--- src/rtl/cpu_pkg.sv ---
// Shared pipeline-control types: forwarding select codes, in-flight slot record, XZR index.
package cpu_pkg;

  localparam int REG_W = 5;
  localparam logic [REG_W-1:0] ZERO_REG = 5'd31;

  typedef enum logic [1:0] {
    FWD_RF  = 2'b00,
    FWD_MEM = 2'b01,
    FWD_WB  = 2'b10
  } fwd_sel_t;

  typedef struct packed {
    logic             valid;
    logic [REG_W-1:0] rd;
    logic             regwrite;
    logic             memread;
  } pipe_slot_t;

  localparam pipe_slot_t SLOT_EMPTY = '{valid: 1'b0, rd: 5'd0, regwrite: 1'b0, memread: 1'b0};

endpackage

--- src/rtl/fwd_src_cmp.sv ---
// Resolves one ALU source operand against the EX and MEM producers; newer producer wins.
module fwd_src_cmp
  import cpu_pkg::*;
#(
  parameter int               REG_W    = 5,
  parameter logic [REG_W-1:0] ZERO_REG = cpu_pkg::ZERO_REG
) (
  input  logic [REG_W-1:0] src,
  input  logic             use_src,
  input  pipe_slot_t       ex_slot,
  input  logic             mem_valid,
  input  logic [REG_W-1:0] mem_rd,
  input  logic             mem_regwrite,
  output fwd_sel_t         sel,
  output logic             ex_hit
);

  logic src_live_s;
  logic ex_wr_s;
  logic mem_wr_s;

  // Producer match and select priority for this source
  always_comb begin
    src_live_s = use_src & (src != ZERO_REG);
    ex_wr_s    = ex_slot.valid & ex_slot.regwrite & (ex_slot.rd == src);
    mem_wr_s   = mem_valid & mem_regwrite & (mem_rd == src);
    ex_hit     = src_live_s & ex_wr_s;
    sel        = FWD_RF;
    if (ex_hit) begin
      // A load in EX has no result yet; the consumer is stalled and bubbled instead.
      sel = ex_slot.memread ? FWD_RF : FWD_MEM;
    end else if (src_live_s & mem_wr_s) begin
      sel = FWD_WB;
    end else begin
      sel = FWD_RF;
    end
  end

endmodule

--- src/rtl/fwd_hazard_ctrl.sv ---
// Forwarding-select and load-use hazard controller beside the ID/EX register.
// Optional FWD_HAZARD_STATS_EN adds saturating stall_count / fwd_count outputs.
module fwd_hazard_ctrl #(
  parameter int                   REG_W    = cpu_pkg::REG_W,
  parameter logic [REG_W-1:0]     ZERO_REG = cpu_pkg::ZERO_REG
) (
  input  logic             clk,
  input  logic             reset_n,
  input  logic             id_valid,
  input  logic [REG_W-1:0] id_rs1,
  input  logic [REG_W-1:0] id_rs2,
  input  logic             id_use_rs1,
  input  logic             id_use_rs2,
  input  logic [REG_W-1:0] id_rd,
  input  logic             id_regwrite,
  input  logic             id_memread,
  input  logic             flush,
  output logic [1:0]       ex_fwd_a,
  output logic [1:0]       ex_fwd_b,
  output logic             stall,
`ifdef FWD_HAZARD_STATS_EN
  output logic [31:0]      stall_count,
  output logic [31:0]      fwd_count,
`endif
  output logic             bubble
);
  import cpu_pkg::*;

  pipe_slot_t       ex_q, ex_d;
  logic             mem_valid_q, mem_valid_d;
  logic [REG_W-1:0] mem_rd_q, mem_rd_d;
  logic             mem_regwrite_q, mem_regwrite_d;
  fwd_sel_t         fwd_a_q, fwd_a_d;
  fwd_sel_t         fwd_b_q, fwd_b_d;
  fwd_sel_t         sel_a_s, sel_b_s;
  logic             hit_a_s, hit_b_s;
  logic             load_use_s;

  fwd_src_cmp #(.REG_W(REG_W), .ZERO_REG(ZERO_REG)) u_cmp_a (
    .src(id_rs1), .use_src(id_use_rs1), .ex_slot(ex_q),
    .mem_valid(mem_valid_q), .mem_rd(mem_rd_q), .mem_regwrite(mem_regwrite_q),
    .sel(sel_a_s), .ex_hit(hit_a_s)
  );

  fwd_src_cmp #(.REG_W(REG_W), .ZERO_REG(ZERO_REG)) u_cmp_b (
    .src(id_rs2), .use_src(id_use_rs2), .ex_slot(ex_q),
    .mem_valid(mem_valid_q), .mem_rd(mem_rd_q), .mem_regwrite(mem_regwrite_q),
    .sel(sel_b_s), .ex_hit(hit_b_s)
  );

  // Hazard detection; flush overrides so a killed instruction never stalls
  always_comb begin
    load_use_s = id_valid & ex_q.memread & (hit_a_s | hit_b_s);
    stall      = load_use_s & ~flush;
    bubble     = stall | flush | ~id_valid;
  end

  // Next slot contents and selects for the instruction entering EX
  always_comb begin
    // The WB slot never feeds a select decision, so only EX and MEM are held.
    mem_valid_d    = ex_q.valid;
    mem_rd_d       = ex_q.rd;
    mem_regwrite_d = ex_q.regwrite;
    ex_d           = SLOT_EMPTY;
    fwd_a_d        = FWD_RF;
    fwd_b_d        = FWD_RF;
    if (bubble) begin
      ex_d    = SLOT_EMPTY;
      fwd_a_d = FWD_RF;
      fwd_b_d = FWD_RF;
    end else begin
      ex_d    = '{valid: 1'b1, rd: id_rd, regwrite: id_regwrite, memread: id_memread};
      fwd_a_d = sel_a_s;
      fwd_b_d = sel_b_s;
    end
  end

  // Pipeline slot and select registers
  always_ff @(posedge clk or negedge reset_n) begin
    if (!reset_n) begin
      ex_q           <= SLOT_EMPTY;
      mem_valid_q    <= 1'b0;
      mem_rd_q       <= '0;
      mem_regwrite_q <= 1'b0;
      fwd_a_q        <= FWD_RF;
      fwd_b_q        <= FWD_RF;
    end else begin
      ex_q           <= ex_d;
      mem_valid_q    <= mem_valid_d;
      mem_rd_q       <= mem_rd_d;
      mem_regwrite_q <= mem_regwrite_d;
      fwd_a_q        <= fwd_a_d;
      fwd_b_q        <= fwd_b_d;
    end
  end

  assign ex_fwd_a = fwd_a_q;
  assign ex_fwd_b = fwd_b_q;

`ifdef FWD_HAZARD_STATS_EN
  logic [31:0] stall_count_q, stall_count_d;
  logic [31:0] fwd_count_q, fwd_count_d;

  // Saturating event counters
  always_comb begin
    stall_count_d = stall_count_q;
    fwd_count_d   = fwd_count_q;
    if (stall && (stall_count_q != 32'hFFFF_FFFF)) begin
      stall_count_d = stall_count_q + 32'd1;
    end else begin
      stall_count_d = stall_count_q;
    end
    // Bubbles already force both selects to FWD_RF, so they never count.
    if (((fwd_a_d != FWD_RF) || (fwd_b_d != FWD_RF)) && (fwd_count_q != 32'hFFFF_FFFF)) begin
      fwd_count_d = fwd_count_q + 32'd1;
    end else begin
      fwd_count_d = fwd_count_q;
    end
  end

  // Counter registers
  always_ff @(posedge clk or negedge reset_n) begin
    if (!reset_n) begin
      stall_count_q <= 32'd0;
      fwd_count_q   <= 32'd0;
    end else begin
      stall_count_q <= stall_count_d;
      fwd_count_q   <= fwd_count_d;
    end
  end

  assign stall_count = stall_count_q;
  assign fwd_count   = fwd_count_q;
`else
  // Statistics disabled: no counters, core behaviour unchanged.
`endif

endmodule

--- config.mk ---
export PLATFORM = sky130hd
export DESIGN_NAME = fwd_hazard_ctrl
export DESIGN_NICKNAME = d
export VERILOG_FILES = /design/src/rtl/cpu_pkg.sv /design/src/rtl/fwd_src_cmp.sv /design/src/rtl/fwd_hazard_ctrl.sv
export SDC_FILE = /design/constraint.sdc
export NUM_CORES = 1
export LEC_CHECK = 0
export BUFFER_PORTS_ARGS = -buffer_cell sky130_fd_sc_hd__buf_2
export CAP_MARGIN = 20
export CORE_ASPECT_RATIO = 0.7
export CORE_MARGIN = 2
export CORE_UTILIZATION = 31
export CTS_CLUSTER_DIAMETER = 40
export DETAILED_ROUTE_END_ITERATION = 8
export MAX_ROUTING_LAYER = met4
export PLACE_DENSITY = 0.5
export SLEW_MARGIN = 40
export SYNTH_ARGS = -nofsm -noshare
export SYNTH_HDL_FRONTEND = slang
export SYNTH_SLANG_ARGS = --single-unit
--- constraint.sdc ---
create_clock -name clk -period 1.9 [get_ports clk]
set_clock_uncertainty 0.05 [all_clocks]
set_input_delay 0 -clock clk [delete_from_list [all_inputs] [get_ports clk]]
set_output_delay 0 -clock clk [all_outputs]
set_load 0.02 [all_outputs]
-- Word level (Yosys, flattened, before mapping)
Index checks and enable logic that the tools add are counted.
- flip-flop bits (word level): 19
- input port bits: 23
- output and inout port bits: 6
- word-level logic and storage cells: 43
- eq/ne operators: 6
- multiplexer cells: 8
- bitwise gates (word level): 20
- operators with widths (kind ; count):
    $eq 5x5->1 ; 4
    $and 1x1->1 ; 15
    $mux 2 ; 6
    $ne 5x5->1 const B ; 2
    $mux 8 ; 1
    $or 1x1->1 ; 3
    $not 1->1 ; 2
    $mux 1 ; 1

-- Logic depth before layout (Yosys ltp)
Gate-level depths: netlist of the first run.
- depth after elaboration: 9
- mapped depth: 6
- depth with buffers taken out: 5

-- Cells and area by module
From an unflattened synthesis of the first run, not the netlist that was laid out.
- cell total of the unflattened synthesis: 77
- area total of the unflattened synthesis: 915.9 um^2
- by module, submodules not included (module ; instances ; cells an instance ; area an instance (um^2) ; seq. area each (um^2)):
    fwd_hazard_ctrl ; 1 ; 37 ; 608.1 ; 475.5
    fwd_src_cmp ; 2 ; 20 ; 153.9 ; 0.0

-- Worst setup path after synthesis of the first run
No wires, ideal clock.
- path kind: register -> output
- start point: register ex_q, in the netlist mem_rd_d[1]
- end point: output stall
- data arrival time: 1.528 ns
- data required time: 1.850 ns
- setup slack: 0.322 ns
- cell stages (with the launch flop): 7
- buffers on the path: 1
- cells stage by stage: dfrtp_1 -> xnor2_1 -> nand4_1 -> nor4_1 -> o21a_1 -> buf_6 -> and2_1
- cells in the longest elaborated chain, start to end: 6
- elaborated cells between the ends (all ways): 9
- classes of those cells: eq/ne (2); bitwise (7)
- RTL lines (item ; RTL line ; text):
    from (decl) ; fwd_hazard_ctrl.sv:29 ; pipe_slot_t ex_q, ex_d;
    from (signal assigned) ; fwd_hazard_ctrl.sv:81 ; ex_q <= SLOT_EMPTY;
    from (signal assigned) ; fwd_hazard_ctrl.sv:88 ; ex_q <= ex_d;
    $eq 5x5->1 ; fwd_src_cmp.sv:25 ; ex_wr_s = ex_slot.valid & ex_slot.regwrite & (ex_slot.rd == src);
    $and 1x1->1 ; fwd_src_cmp.sv:25 ;
    $and 1x1->1 ; fwd_src_cmp.sv:27 ; ex_hit = src_live_s & ex_wr_s;
    $or 1x1->1 * ; fwd_hazard_ctrl.sv:53 ; load_use_s = id_valid & ex_q.memread & (hit_a_s | hit_b_s);
    $and 1x1->1 * ; fwd_hazard_ctrl.sv:53 ;
    $and 1x1->1 * ; fwd_hazard_ctrl.sv:54 ; stall = load_use_s & ~flush;
    to (decl) ; fwd_hazard_ctrl.sv:20 ; output logic stall,
Mark *: on every way between the ends. The rest lies on a longest branch, timed or not.

-- Worst setup path after layout of the first run
- start point: register ex_q, in the netlist mem_rd_d[0]
- end point: output stall
The elaborated chain is that of the path after synthesis.

==> results.yml, run 1 <==
route:
  route.detailed.drc: 0
  ant_nets: 0
  wl_per_cell_um: 11.9
  drt_iter0_markers: 24
  routed_via_density: 4.38
  vias: 719
  totalWireLength_mm: 1.96
  first_pass_iters: 4
yosys:
  synth-seq-cells: 19
  synth_nets: 105
  yosysUniqueCellTypes: 20
  syn_avg_cell_area_um2: 11.0
  yosysSeqAreaShare_pct: 52.9
  syn-cell-area_um2: 898
  synthCells: 82
  yosys_warnings: 0
run_status:
  outcome: "finished clean"
timing:
  hold_viol: 0
  worst_pin_slew_ps: 426
  max_freq_mhz: 565
  slew_headroom_pct: 71.6
  rsz0062_at_grt: "yes"
  setup_viol: 0
  period_minus_slack_ps: 1770
  finalCritPeriodShare_pct: 93.1
  maxSlewViolCount: 0
power:
  power.density_nw_per_um2: 636
  p_leak_nw: 0.603
  peakVddDrop_mv: 0.345
die:
  num_rows: 16
  pin_count: 29
  die_h_um: 49.0
  die_w_um: 68.3
  die_area_um2: 3350
  start_util_pct: 32.3
  core_area_um2: 2780
global_route:
  grt-ovfl-total: 0
  grt_start_max_net_pins: 20
  grtUsageTotal_pct: 13.2
  grt_pass1_vias: 687
  grt_pass1_wl_mm: 3.21
  antenna_found_initial: 0
cts:
  cts_max_level: 1
  clock-sinks: 19
  clk_latency_ps: 250
  tritoncts: "yes"
  cts_buffers: 3
  clk_pin_slew_ps: 60
  clock-root-buffer: "clkbuf_8"
  clockBufferDepth: 2
placement:
  dp_hpwl_mm: 1.55
  dpl-instance-area_um2: 1100
  io_buffer_count: 28
  gp_congestion: 0.828
  dpl.cell_count: 149
finish:
  area_growth_pct: 44.0
  nFillCells: 268
  diodes: 0
  utilization_pct: 46.5
  final-seq-area_um2: 477
  layout.nets: 152
  stdcell_area_um2: 1290
  multi_input_area_um2: 432
  post_route_cells_drive_above_1_share_pct: 35.9
  fin_cells: 164
setup_path:
  crit_slowest_cell: "dfrtp_2"
  crit_path_start_kind: "flip-flop"
  path_class: "reg2out"
  crit_chain: "buf_4 > xor2_1 > nor4_2 > o21a_4 > and2_4 > buf_6"
  max_stage_delay_ps: 440
  critPathMaxFanout: 6
  cp.required_ps: 1850
  cp.buffers_inverters: 2
  cpLargestDelayFamily: "flip-flops"
  crit_arrival_ps: 1720
  cp_num_cells: 6
  cp-end-kind: "output pin"
  reg2regPathDepth: 7
hold_path:
  hp-class: "in2reg"
  hold_depth: 3
flow_run:
  drv_cap: 0
worst reg2reg max path: cells and delay by family, from the launching register on:
kind	cells	cell delay, ps
compound gates	1	200
flops	1	440
simple gates	2	320
xor+xnor	1	150
buf+inv	3	330
layout make-up:
class                           count  area share [%]
Clock buffer                        4            3.48
Multi-Input combinational cell     61            33.4
Sequential cell                    19            36.8
Tap cell                           36            3.48
Timing Repair Buffer               44            22.8
through the flow:
| stage | setup WS [ps] | setup TNS (ps) | hold slack, ps | power, mW |
|---|---|---|---|---|
| finish | 130 | 0 | 36.3 | 0.823 |
| global route | -6.62 | -6.62 | 63.5 | 0.868 |
| CTS | 18.6 | 0 | 28.7 | 0.826 |
| detailed placement | 237 | 0 | -81.6 | 0.535 |
| global placement | 213 | 0 | -79.2 | 0.535 |
| floorplan | 322 | 0 | -346 | 0.484 |
where the power goes:
part	switching, mW	total [mW]	internal (mW)
sequential	0.0122	0.430	0.417
clock	0.128	0.277	0.149
combinational	0.0536	0.117	0.0636
sequential cells by signal, indices dropped and copies added, names as in the netlist:
register and cells:
ex_q 1, ex_fwd_a 2, ex_fwd_b 2, mem_regwrite_q 1, mem_rd_q 5, mem_valid_d 1, mem_valid_q 1, mem_rd_d 5
mem_regwrite_d 1
final timing paths:
path	startpoint	endpoint	slack (ps)
min reg2reg	mem_valid_d$_DFF_PN0_	mem_valid_q$_DFF_PN0_	330
min in group asynchronous	reset_n	ex_fwd_b[0]$_DFF_PN0_	160
max reg2reg	mem_rd_d[0]$_DFF_PN0_	mem_rd_d[3]$_DFF_PN0_	300
min	flush	mem_valid_d$_DFF_PN0_	40
max	mem_rd_d[0]$_DFF_PN0_	stall	130
max in group asynchronous	reset_n	mem_rd_d[0]$_DFF_PN0_	1310
per-layer routing:
metal  track usage (%)  up-vias  share of wire, %
li1                  -      369                 -
met1              18.3      325                48
met2              19.7       25                44
met3              4.16        0               7.3
met4              1.00        0                 0
met5                 -        -                 0
what timing repair did:
action                                  CTS  global route
endpoints found under the setup margin    2             2
hold buffers                              9             0
cloned                                    0             0
hold endpoints to repair                 28             0
gates resized for setup                   1            10
pin swaps                                 0             6
buffers inserted                          0             2
kinds of logic after synthesis:
group / Yosys count / synth area share [%]
flip-flops: 19 / 52.9
XOR/XNOR: 20 / 19.5
buffers and inverters: 2 / 2.51
AND/OR/NAND/NOR: 36 / 21.2
AO/OA/AOI/OAI: 5 / 3.90
Yosys cell counts, drive strengths merged:
cell type  count  area (um^2)
and2           1         6.26
or4            1         7.51
o21ai          2         10.0
xor2           4         35.0
a311oi         2         17.5
dfrtp         19          475
xnor2         16          140
nand3          4         25.0
nor4           3         25.0
nand4          3         18.8
and2b          1         7.51
or2b           1         7.51
nor3b          2         15.0
o21a           1         7.51
nand2         11         41.3
buf            2         22.5
nor2           8         30.0
nand2b         1         6.26
placed cells by master (no fill, tap or decap):
| cell type | n |
|---|---|
| xnor2_1 | 15 |
| xor2_1 | 4 |
| clkbuf_1 | 1 |
| nand2b_4 | 1 |
| buf_4 | 7 |
| nand2_1 | 11 |
| buf_2 | 26 |
| and2b_1 | 1 |
| nor3b_1 | 2 |
| nand3_2 | 1 |
| dfrtp_2 | 1 |
| clkbuf_8 | 3 |
| or4_1 | 1 |
| nand4_1 | 3 |
| nor4_2 | 2 |
| dfrtp_1 | 18 |
| or2b_1 | 1 |
| a311oi_1 | 2 |
| dlygate4sd3_1 | 9 |
| and2_4 | 1 |
| nand3_1 | 3 |
| xnor2_2 | 1 |
| o21a_4 | 1 |
| nor4_1 | 1 |
| nor2_1 | 8 |
| buf_6 | 2 |
| o21ai_0 | 2 |
Note: power is estimated with default switching activity, not from simulation.
==> run 2: changes to the inputs <==
Settings changed: PLACE_DENSITY 0.5 to 0.62.
==> results.yml, run 2 (same netlist as run 1, synthesis figures left out) <==
run_status:
  outcome: "finished clean"
cts:
  clockBufferDepth: 2
  tritoncts: "yes"
  clock-sinks: 19
  cts_max_level: 1
  cts_buffers: 3
  clock-root-buffer: "clkbuf_8"
  clk_pin_slew_ps: 70
  clk_latency_ps: 250
global_route:
  grt_start_max_net_pins: 20
  antenna_found_initial: 0
  grt-ovfl-total: 0
  grt_pass1_vias: 733
  grt_pass1_wl_mm: 3.37
  grtUsageTotal_pct: 14.4
timing:
  worst_pin_slew_ps: 438
  max_freq_mhz: 554
  slew_headroom_pct: 70.5
  finalCritPeriodShare_pct: 95.0
  period_minus_slack_ps: 1810
  setup_viol: 0
  timing.final.ws_setup_ps: 94.6
  maxSlewViolCount: 0
  rsz0062_at_grt: "yes"
  hold_viol: 0
route:
  vias: 742
  wl_met1_um: 967
  routed_via_density: 4.47
  totalWireLength_mm: 2.06
  ant_nets: 0
  first_pass_iters: 4
  wl_per_cell_um: 12.4
  highest_layer: "met4"
  drt_iter0_markers: 20
  route.met3.wl_um: 103
  route.detailed.drc: 0
  wl_met2_um: 978
finish:
  utilization_pct: 46.1
  layout.nets: 154
  fin_cells: 166
  final_common_cell: "buf_2"
  post_route_cells_drive_above_1_share_pct: 33.1
  diodes: 0
  area_growth_pct: 42.9
  mostFrequentLayoutCells: "26 x buf_2, 19 x dfrtp_1, 16 x xnor2_1"
die:
  pin_count: 29
  die_w_um: 68.3
  start_util_pct: 32.3
  die_area_um2: 3350
  core_area_um2: 2780
  die_h_um: 49.0
  num_rows: 16
flow_run:
  drv_cap: 0
placement:
  gp_congestion: 0.754
  dpl.cell_count: 147
  io_buffer_count: 28
  place_ws_ps: 125
  dp_hpwl_mm: 1.54
setup_path:
  cp.buffers_inverters: 2
  crit_path_start_kind: "flip-flop"
  crit_arrival_ps: 1760
  critPathMaxFanout: 3
  cp-end-kind: "output pin"
  path_class: "reg2out"
  crit_chain: "xnor2_1 > nand4_1 > nor4_1 > buf_4 > o21a_1 > and2_4 > buf_6"
  rr_startpoint: "mem_rd_d[3]$_DFF_PN0_"
  crit_path_start: "mem_rd_d[3]$_DFF_PN0_"
  crit_slowest_cell: "dfrtp_1"
  max_stage_delay_ps: 440
  cpLargestDelayFamily: "simple AND/OR/NAND/NOR gates"
  cp.required_ps: 1850
power:
  power.density_nw_per_um2: 637
  p_leak_nw: 0.610
  power_mw: 0.817
  peakVddDrop_mv: 0.435
hold_path:
  hp-class: "in2reg"
  hp-start: "flush"
-- run 2: worst register-to-register path, delay by kind of cell (launching register included) --
family	cells	cell delay (ps)
buf+inv	4	510
flops	1	440
simple gates	3	350
xor+xnor	1	170
compound gates	1	170
-- run 2: metal layers --
| layer | global-route usage (%) | up-vias |
|---|---|---|
| li1 | - | 372 |
| met3 | 4.85 | 2 |
| met4 | 3.00 | 0 |
| met2 | 23.0 | 21 |
| met1 | 17.8 | 347 |
| met5 | - | - |
-- run 2: power breakdown --
part	total, mW	internal, mW	switching, mW
clock	0.274	0.149	0.125
combinational	0.114	0.0611	0.0526
sequential	0.430	0.417	0.0125
total	0.817	0.627	0.190
-- run 2: path summary, 6_finish.rpt --
path                       slack, ps  cells after the start                    end
setup / recovery                  90                      7                  stall
hold / removal                    10                      3  ex_fwd_a[0]$_DFF_PN0_
setup reg to reg                 110                      9  mem_rd_d[1]$_DFF_PN0_
hold reg to reg                  320                      0  mem_valid_q$_DFF_PN0_
max in group asynchronous       1350                      2      ex_q[0]$_DFF_PN0_
min in group asynchronous        160                      2  ex_fwd_a[1]$_DFF_PN0_
-- run 2: repair_timing --
action,4_1_cts,5_1_grt
gates cloned,0,0
setup buffers,1,5
setup endpoints to repair,2,2
pin swaps,2,4
gates resized for setup,1,4
hold buffers,9,0
endpoints found under the hold margin,28,0
-- run 2: cell type report --
class                      count  area [um^2]
fill                         269         1500
sequential                    19          475
multi-input combinational     61          412
timing repair buffer          46          307
clock buffer                   4         45.0
tap                           36         45.0
-- run 2: through the flow --
| step | hold slack (ps) | area, um^2 | setup TNS (ps) |
|---|---|---|---|
| floorplan | -346 | 898 | 0 |
| global placement | -96.9 | 1080 | 0 |
| detailed placement | -86.3 | 1080 | 0 |
| CTS | 10.3 | 1230 | 0 |
| global route | 37.0 | 1280 | -153 |
| finish | 9.77 | 1280 | 0 |
==> run 3: changes to the inputs <==
Settings changed: CELL_PAD_IN_SITES_DETAIL_PLACEMENT set to 1, CELL_PAD_IN_SITES_GLOBAL_PLACEMENT set to 2, CORE_UTILIZATION 31 to 30, PLACE_DENSITY 0.62 to 0.86.
==> results.yml, run 3 (same netlist as run 1, synthesis figures left out) <==
global_route:
  use_met1_pct: 18.4
  grt_pass1_vias: 781
  grtUsageTotal_pct: 14.3
  globalRouteMet2Util_pct: 23.6
  met3_usage_pct: 3.48
  grt_pass1_wl_mm: 3.68
  antenna_found_initial: 0
  grt_start_max_net_pins: 20
  grt-ovfl-total: 0
  busiest_layer: "met2"
route:
  wl_per_cell_um: 13.5
  route.detailed.drc: 0
  first_pass_iters: 4
  ant_nets: 0
  routed_via_density: 4.49
  vias: 737
  drt_iter0_markers: 12
  totalWireLength_mm: 2.22
timing:
  slew_headroom_pct: 71.1
  finalHoldWorstSlack_ps: 55.1
  finalCritPeriodShare_pct: 93.0
  setup_tns_ps: 0
  rsz0062_at_grt: "no"
  maxSlewViolCount: 0
  max_freq_mhz: 566
  setup_viol: 0
  worst_pin_slew_ps: 433
  period_minus_slack_ps: 1770
  hold_viol: 0
setup_path:
  crit_path_start_kind: "flip-flop"
  cp.required_ps: 1850
  path_class: "reg2out"
  cp-end-kind: "output pin"
  reg2reg_slack_ps: 310
  crit_slowest_cell: "dfrtp_1"
  crit_chain: "xnor2_2 > nand4_1 > nor4_1 > buf_4 > o21a_4 > and2_1 > buf_2"
  max_stage_delay_ps: 430
  critPathMaxFanout: 4
  crit_arrival_ps: 1720
hold_path:
  hp-class: "in2reg"
finish:
  utilization_pct: 45.0
  layout.nets: 152
  diodes: 0
  nFillCells: 314
  post_route_cells_drive_above_1_share_pct: 32.8
  final-seq-area_um2: 475
  multi_input_area_um2: 415
  mostFrequentLayoutCells: "28 x buf_2, 19 x dfrtp_1, 15 x xnor2_1"
  final_common_cell: "buf_2"
  area_growth_pct: 41.4
die:
  num_rows: 16
  start_util_pct: 31.8
  die_w_um: 69.4
  die_area_um2: 3460
  die_h_um: 49.8
  pin_count: 29
  core_area_um2: 2820
placement:
  dp_hpwl_mm: 1.80
  io_buffer_count: 28
  gp_congestion: 0.826
cts:
  cts_buffers: 3
  tritoncts: "yes"
  clk_pin_slew_ps: 70
  clock-root-buffer: "clkbuf_8"
  clock-sinks: 19
  cts_max_level: 1
  clk_latency_ps: 250
  clockBufferDepth: 2
flow_run:
  drv_cap: 0
power:
  power.density_nw_per_um2: 649
  peakVddDrop_mv: 0.255
  p_leak_nw: 0.596
run_status:
  outcome: "finished clean"
==> run 3: repair_timing <==
action | 4_1_cts | 5_1_grt
pin swaps | 2 | 2
endpoints found under the hold margin | 31 | 0
gates resized for setup | 0 | 2
endpoints found under the setup margin | 2 | 2
setup buffers | 1 | 0
hold buffers | 10 | 0
==> run 3: cell type report <==
type | count | area share (%)
clock buffers | 3 | 3.25
clock inverters | 1 | 0.591
multi-input cells | 61 | 32.7
flip-flops and latches | 19 | 37.4
well taps | 36 | 3.55
repair buffers | 44 | 22.5
==> run 3: metrics by stage <==
stage	setup slack (ps)	power, mW	area [um^2]	instances
CTS	14.0	0.838	1250	164
global placement	294	0.533	1100	149
floorplan	322	0.484	898	82
detailed placement	233	0.538	1100	149
global route	30.9	0.872	1270	164
finish	133	0.825	1270	164
==> run 3: where the power goes <==
part           switching (mW)  internal [mW]
registers              0.0128          0.417
clock network           0.132          0.147
logic                  0.0534         0.0620
total                   0.198          0.626
==> run 3: worst max-delay path, delay by kind of cell (launching register included) <==
family                 cells  cell delay, ps
buffers and inverters      2             330
XOR/XNOR                   1             170
flip-flops                 1             430
AND/OR/NAND/NOR            3             400
AO/OA/AOI/OAI              1             140
==> run 3: layer usage <==
metal  vias to the layer above  wire, um
met5                         -         0
met4                         0         0
met3                         0       103
met2                        21      1070
met1                       352      1040
li1                        364         -
==> run 3: worst paths after layout <==
kind	to	depth (start not counted)	from
min reg2reg	mem_regwrite_q$_DFF_PN0_	0	mem_regwrite_d$_DFF_PN0_
max in group asynchronous	mem_rd_q[1]$_DFF_PN0_	2	reset_n
min in group asynchronous	ex_q[0]$_DFF_PN0_	2	reset_n
max reg2reg	ex_fwd_a[1]$_DFF_PN0_	4	mem_rd_q[2]$_DFF_PN0_
min	ex_fwd_b[1]$_DFF_PN0_	4	id_rs2[0]
max	stall	7	mem_rd_d[1]$_DFF_PN0_
